--- src/rtl/fetch_stage.sv ---
// Instruction-fetch stage: PC register, blocking icache request, F/D pipeline register,
// one-entry skid buffer for decode stalls and redirect handling with in-flight drain.
module fetch_stage #(
  parameter int unsigned     ILEN    = 32,
  parameter int unsigned     XLEN    = 32,
  parameter logic [XLEN-1:0] BOOT_PC = 'h0000_1000,
  parameter logic [ILEN-1:0] NOP     = 'h0000_0013
) (
  input  logic            clk,
  input  logic            rst_n,
  output logic            icache_req_valid,
  output logic [XLEN-1:0] icache_req_addr,
  input  logic            icache_resp_valid,
  input  logic [ILEN-1:0] icache_resp_instr,
  input  logic            stall_i,
  input  logic            redirect_valid,
  input  logic [XLEN-1:0] redirect_pc,
  output logic [ILEN-1:0] instr_o,
  output logic [XLEN-1:0] pc_o,
  output logic            instr_valid_o
);

  localparam logic [1:0] S_FETCH = 2'd0;
  localparam logic [1:0] S_BUF   = 2'd1;
  localparam logic [1:0] S_DRAIN = 2'd2;

  logic [1:0]      state_q, state_d;
  logic [XLEN-1:0] pc_q, pc_d;
  logic [XLEN-1:0] drain_addr_q, drain_addr_d;
  logic [ILEN-1:0] buf_instr_q, buf_instr_d;
  logic [XLEN-1:0] buf_pc_q, buf_pc_d;
  logic [ILEN-1:0] fd_instr_q, fd_instr_d;
  logic [XLEN-1:0] fd_pc_q, fd_pc_d;
  logic            fd_valid_q, fd_valid_d;

  logic [XLEN-1:0] redir_pc;
  logic [XLEN-1:0] pc_inc;

  assign redir_pc = redirect_pc & ~XLEN'(3);
  assign pc_inc   = pc_q + XLEN'(4);

  // The skid buffer already holds the next instruction, so no request is issued in BUF.
  assign icache_req_valid = rst_n && (state_q != S_BUF);
  assign icache_req_addr  = (state_q == S_DRAIN) ? drain_addr_q : pc_q;

  assign instr_o       = fd_instr_q;
  assign pc_o          = fd_pc_q;
  assign instr_valid_o = fd_valid_q;

  always_comb begin
    state_d      = state_q;
    pc_d         = pc_q;
    drain_addr_d = drain_addr_q;
    buf_instr_d  = buf_instr_q;
    buf_pc_d     = buf_pc_q;
    fd_instr_d   = fd_instr_q;
    fd_pc_d      = fd_pc_q;
    fd_valid_d   = fd_valid_q;
    case (state_q)
      S_FETCH: begin
        if (redirect_valid) begin
          fd_valid_d = 1'b0;
          fd_instr_d = NOP;
          pc_d       = redir_pc;
          if (!icache_resp_valid) begin
            // The icache keeps the old address until it answers; wait that out.
            drain_addr_d = pc_q;
            state_d      = S_DRAIN;
          end
        end else if (icache_resp_valid) begin
          pc_d = pc_inc;
          if (!stall_i) begin
            fd_instr_d = icache_resp_instr;
            fd_pc_d    = pc_q;
            fd_valid_d = 1'b1;
          end else begin
            buf_instr_d = icache_resp_instr;
            buf_pc_d    = pc_q;
            state_d     = S_BUF;
          end
        end else if (!stall_i) begin
          fd_valid_d = 1'b0;
          fd_instr_d = NOP;
        end
      end
      S_BUF: begin
        if (redirect_valid) begin
          fd_valid_d = 1'b0;
          fd_instr_d = NOP;
          pc_d       = redir_pc;
          state_d    = S_FETCH;
        end else if (!stall_i) begin
          fd_instr_d = buf_instr_q;
          fd_pc_d    = buf_pc_q;
          fd_valid_d = 1'b1;
          state_d    = S_FETCH;
        end
      end
      S_DRAIN: begin
        fd_valid_d = 1'b0;
        fd_instr_d = NOP;
        if (redirect_valid) pc_d = redir_pc;
        if (icache_resp_valid) state_d = S_FETCH;
      end
      default: state_d = S_FETCH;
    endcase
  end

  always_ff @(posedge clk or negedge rst_n) begin
    if (!rst_n) begin
      state_q      <= S_FETCH;
      pc_q         <= BOOT_PC;
      drain_addr_q <= '0;
      buf_instr_q  <= '0;
      buf_pc_q     <= '0;
      fd_instr_q   <= NOP;
      fd_pc_q      <= '0;
      fd_valid_q   <= 1'b0;
    end else begin
      state_q      <= state_d;
      pc_q         <= pc_d;
      drain_addr_q <= drain_addr_d;
      buf_instr_q  <= buf_instr_d;
      buf_pc_q     <= buf_pc_d;
      fd_instr_q   <= fd_instr_d;
      fd_pc_q      <= fd_pc_d;
      fd_valid_q   <= fd_valid_d;
    end
  end

endmodule

--- config.mk ---
export PLATFORM = sky130hd
export DESIGN_NAME = fetch_stage
export DESIGN_NICKNAME = d
export VERILOG_FILES = /design/src/rtl/fetch_stage.sv
export SDC_FILE = /design/constraint.sdc
export NUM_CORES = 1
export LEC_CHECK = 0
export ABC_CLOCK_PERIOD_IN_PS = 3190
export CAP_MARGIN = 0
export CORE_ASPECT_RATIO = 1.2
export CORE_MARGIN = 2
export CORE_UTILIZATION = 57
export CTS_CLUSTER_DIAMETER = 50
export CTS_CLUSTER_SIZE = 28
export DETAILED_ROUTE_END_ITERATION = 16
export PLACE_DENSITY = 0.95
export RECOVER_POWER = 100
export SLEW_MARGIN = 20
export SYNTH_ARGS = -nofsm -noshare
export SYNTH_HDL_FRONTEND = slang
export SYNTH_SLANG_ARGS = --single-unit
--- constraint.sdc ---
create_clock -name clk -period 3.19 [get_ports clk]
set_input_delay 0.319 -clock clk [delete_from_list [all_inputs] [get_ports clk]]
set_output_delay 0.319 -clock clk [all_outputs]
set_load 0.05 [all_outputs]
# [After elaboration in Yosys (flattened, before gate mapping)]
# Cells that the tools add are included.
[op_classes] shifts=0 n_reduce_logical=13 n_mul=0 n_div=0 magnitude_cmp=0 mux=32 n_eq_ne=16 addsub=1 bitwise_logic=2
[ops] op="$mux 32" count=15
[ops] op="$pmux 32 s2" count=2
[ops] op="$pmux 32 s3" count=1
[ops] op="$add 32x3->32 const B" count=1
[ops] op="$ne 3x3->1 const B" count=5
[ops] op="$mux 2" count=7
[ops] op="$ne 2x2->1 const B" count=6
[ops] op="$reduce_and 3->1" count=3
[ops] op="$pmux 2 s3" count=1
[ops] op="$reduce_and 6->1" count=1
[ops] op="$mux 1" count=5
[ops] op="$reduce_and 5->1" count=1
[ops] op="$ne 2x1->1 const B" count=2
[ops] op="$ne 4x4->1 const B" count=1
[ops] op="$reduce_and 4->1" count=1
[ops] op="$reduce_bool 2->1" count=2
[ops] op="$pmux 1 s3" count=1
[ops] op="$reduce_bool 3->1" count=1
[ops] op="$eq 2x1->1 const B" count=1
[ops] op="$eq 2x2->1 const B" count=1
[ops] op="$logic_not 2->1" count=1
[ops] op="$not 1->1" count=2
[ops] op="$reduce_and 2->1" count=1
[ops] op="$reduce_or 2->1" count=1
[ops] op="$logic_and 1x1->1" count=1
[word_totals] rom_bits=0 latchBits=0 inputBits=69 ram_bits=0 memories=0 ff_bits=195 elab_cells=72

# [Longest topological paths before layout]
[logic_depth] ltp_word=4 mapped_depth=10 ltp_nobuf=6

# [Least setup slack after synthesis]
# Ideal clock, no wire load.
[synth_path] path_kind="register to output" start="register state_q[0]" end="output port icache_req_addr[14]" path_slack_ns=0.721 t_required_ns=2.871 t_arrival_ns=2.150 path_stages_with_launch=6 path_buffers=2 cell_sequence="dfrtp_1 > inv_1 > ha_1 > clkbuf_1 > clkbuf_1 > o21ai_0"
[synth_via] elab_chain_len=2
[synth_rtl] item="start: declaration" line_no="27" rtl="logic [1:0] state_q, state_d;"
[synth_rtl] item="start signal: assignment" line_no="120" rtl="state_q <= state_d;"
[synth_rtl] item="$eq 2x2->1" line_no="44" rtl="assign icache_req_addr = (state_q == S_DRAIN) ? drain_addr_q : pc_q;"
[synth_rtl] item="$mux 32" line_no="44"
[synth_rtl] item="end: declaration" line_no="12" rtl="output logic [XLEN-1:0] icache_req_addr,"
# Every way passes these cells.

# [Worst setup path after layout]
[layout_path] start="input port redirect_valid" end="register buf_instr_q[21]"
[layout_via] elab_chain_len=2
[layout_rtl] item="start: declaration" line_no="16" rtl="input logic redirect_valid,"
[layout_rtl] item="$not 1->1 (no source line)"
[layout_rtl] item="$reduce_and 4->1 (no source line)"
[layout_rtl] item="end signal: assignment" line_no="123" rtl="buf_instr_q <= buf_instr_d;"
[layout_rtl] item="end: declaration" line_no="30" rtl="logic [ILEN-1:0] buf_instr_q, buf_instr_d;"
# Every way passes these cells.
# A chain may end at the register's enable or synchronous reset.

==> metrics.csv <==
stage,metric,value,unit
yosys,register bit total from synthesis,187,
worst_setup_path,WP data required,3.51,ns
layout,layout cells sized above 1,0.178,
detailed_routing,Iter 0 DRT Violations,745,
floorplan,IO Pins,167,
detailed_routing,final wirelength,22.9,mm
grt,most used routing layer,met2,
worst_setup_path,CP Capture Type,flip-flop,
layout,Layout fillers,1087,
floorplan,row count,50,
layout,antenna cells,0,
yosys,"Distinct cells, synth",56,
layout,register area,4680,sq um
floorplan,initial core utilization,0.578,
yosys,post-synthesis sequential area ratio,0.523,
grt,GRT met3 Usage,0.0482,
worst_setup_path,CP startpoint kind,input pin,
placed_design,# port buffers,160,
layout,NumNets Final,1017,
layout,Area Overhead vs Synth,23.8,%
yosys,"EDFF count, synth",0,
worst_setup_path,arrival time worst endpoint,3.11,ns
power_and_ir_drop,Power per Cell Area,1150,nW/um^2
yosys,Yosys top cell by area,dfrtp_1,
sta,Final Hold Fails,0,
clock_network,Root Buffer,clkbuf_16,
clock_network,Clock Path Buffers,2,
floorplan,die span in y,141,um
power_and_ir_drop,Peak VDD IR,0.856,mV
yosys,most common cell in the synthesized netlist,dfrtp_1,
detailed_routing,remaining antenna violation count,0,
clock_network,CTS tree,done,
sta,Setup WS post-layout,0.401,ns
yosys,Post-synth top cells,"183 x dfrtp_1, 109 x mux2_2, 101 x nand2_1",
worst_setup_path,critical path class,input pin to flip-flop,
layout,filler-free cell count of the finished design,1164,
detailed_routing,DRC Markers,0,
outcome,failing checks,capacitance limit,
clock_network,post-CTS resize count,0,
yosys,Synth top area share,0.511,
detailed_routing,first-pass detailed-route iteration total,5,
job,max_cap viols,1,
sta,min Tclk post-route,2.79,ns
sta,Max Clock Freq,359,MHz
yosys,Main synth FF type,dfrtp_1,
yosys,Mapped Cells,824,
layout,Multi-input gate area,3900,sq um
sta,Fin Setup TNS,0,ns
sta,Slew Limit Fails,0,
placed_design,hpwl dp,15.1,mm
placed_design,Placer Congestion,0.859,
yosys,asr flop ratio synth,1.00,
sta,RSZ-0062 raised after global routing,no,
sta,count of final setup violators,0,
sta,Worst Skew,0.00616,ns
grt,met2 Resource Use GR,0.455,
floorplan,DIE AREA,16700,sq um
yosys,Synth area leaders,"dfrtp_1 51%, mux2_2 14%, o21ai_0 5.4%, nand2_1 4.2%, mux2i_1 3.9%",
floorplan,Placeable Area,15500,sq um
clock_network,clk sinks,187,
yosys,synth warn,0,
min_path,hold crit path type,input pin to asynchronous set/reset pin,
grt,global-route wire length before repair,37.5,mm
clock_network,setup repair bufs after CTS,0,
clock_network,clk_lat worst skew,0.44,ns
grt,gr usage total,0.281,
placed_design,Post-Place Cells,1131,
detailed_routing,via/cell ratio,6.26,
sta,period utilization,0.874,
sta,Max transition margin,0.00718,
grt,total global routing overflow,0,
grt,met1 Use GR,0.371,
yosys,synthesized area,8960,sq um
detailed_routing,Routed wire per std cell,19.7,um
clock_network,total CTS buffers,17,
power_and_ir_drop,Leak Pwr,0.00470,uW
layout,"Core Util, Final",0.715,
clock_network,# H-tree levels,4,
grt,initial antenna violation count,0,
detailed_routing,Vias,7289,
grt,vias in the first global route,7298,
outcome,outcome,"complete, but fails checks",
worst_setup_path,CP max FO,41,
floorplan,die span in x,118,um
yosys,mean post-synth cell area,10.9,sq um
placed_design,Place WS,0.330,ns
clock_network,"Reg clk slew, reported paths",0.07,ns
sta,Tightest Pin Transition,1.49,ns
grt,largest net degree at the start of global routing,65,
[path summary, 6_finish.rpt]
path / end / startpoint / cells after the start / slack (ns)
hold / removal: drain_addr_q[13]$_DFFE_PN0P_ / rst_n / 2 / 0.39
setup / recovery: buf_instr_q[21]$_DFFE_PN0P_ / redirect_valid / 5 / 0.40
min in group clk: pc_o[16]$_DFFE_PN0P_ / pc_o[16]$_DFFE_PN0P_ / 2 / 0.47
hold reg to reg: pc_o[16]$_DFFE_PN0P_ / pc_o[16]$_DFFE_PN0P_ / 2 / 0.47
setup reg to reg: pc_q[17]$_DFFE_PN0P_ / state_q[0]$_DFFE_PN0P_ / 7 / 0.40
max in group asynchronous: instr_o[4]$_DFFE_PN1P_ / rst_n / 4 / 0.90
[cell usage in the layout, fill, tap and decap left out, types with 6 or more instances in the layout]
cell / netlist / layout
o21ai_0: 96 / 96
inv_1: 8 / 8
clkbuf_1: 44 / 32
o311ai_0: 6 / 6
or3_1: 7 / 7
clkdlybuf4s50_1: 0 / 64
clkbuf_16: 0 / 17
dfrtp_1: 183 / 183
mux2_2: 109 / 109
a22oi_1: 31 / 31
a21oi_1: 14 / 14
o22ai_1: 7 / 7
a2bb2oi_1: 6 / 6
nand2_1: 101 / 101
nor2_1: 14 / 12
a32oi_1: 10 / 10
dlygate4sd3_1: 0 / 66
o211ai_1: 12 / 12
nand4_1: 9 / 9
mux2i_1: 35 / 35
nand3_1: 25 / 25
buf_4: 7 / 8
[through the flow]
stage | area, sq um | total power, uW | hold WS, ns
after floorplan | 8970 | 8840 | 0.0234
after global placement | 10600 | 10500 | 0.281
after detailed placement | 10600 | 10800 | 0.284
after CTS | 11300 | 13200 | 0.383
after global routing | 11100 | 13500 | 0.418
final | 11100 | 12800 | 0.390
[cell type report]
| type | count | share of cell area |
|---|---|---|
| Tap cell | 208 | 0.0235 |
| Multi-Input combinational cell | 550 | 0.352 |
| Clock inverter | 12 | 0.0168 |
| Inverter | 8 | 0.00271 |
| Clock buffer | 20 | 0.0421 |
| Sequential cell | 187 | 0.422 |
| Timing Repair Buffer | 179 | 0.141 |
[per-layer routing]
metal | vias to the layer above | share of wire
met3 | 79 | 0.069
met1 | 3580 | 0.40
met4 | 0 | 0.038
met5 | - | 0
met2 | 389 | 0.49
li1 | 3241 | -
[cells by family (layout without fill, tap and decap cells)]
family / after synthesis / after routing / share of synthesized area
flip-flops: 187 / 187 / 0.523
multiplexers: 144 / 144 / 0.176
AO/OA/AOI/OAI: 198 / 198 / 0.139
adder cells (fa/ha/maj): 5 / 5 / 0.00698
AND/OR/NAND/NOR: 199 / 199 / 0.110
buffers and inverters: 90 / 219 / 0.0443
other: 1 / 4 / 0.000418
[worst max-delay path: stages]
cell           delay [ns]
dlygate4sd3_1        1.07
nor2b_1              0.18
nand3_1              0.42
clkbuf_4             0.68
mux2_2               0.41
[report_power, final]
group	switching [uW]	internal, uW	total (uW)
Combinational	3990	2030	6020
Clock	948	1390	2330
Sequential	980	3470	4450
Total	5920	6880	12800
[flip-flops by register name (all words and copies together) (netlist names)]
name           count
instr_o           32
buf_pc_q          30
instr_valid_o      1
pc_q              30
state_q            2
pc_o              30
drain_addr_q      30
buf_instr_q       32
[what timing repair did]
| action | 4_1_cts | 5_1_grt |
|---|---|---|
| hold buffers | 1 | 0 |
| endpoints found under the setup margin | 0 | 0 |
| endpoints found under the hold margin | 43 | 0 |
No activity file was read; power rests on OpenSTA's default activity.
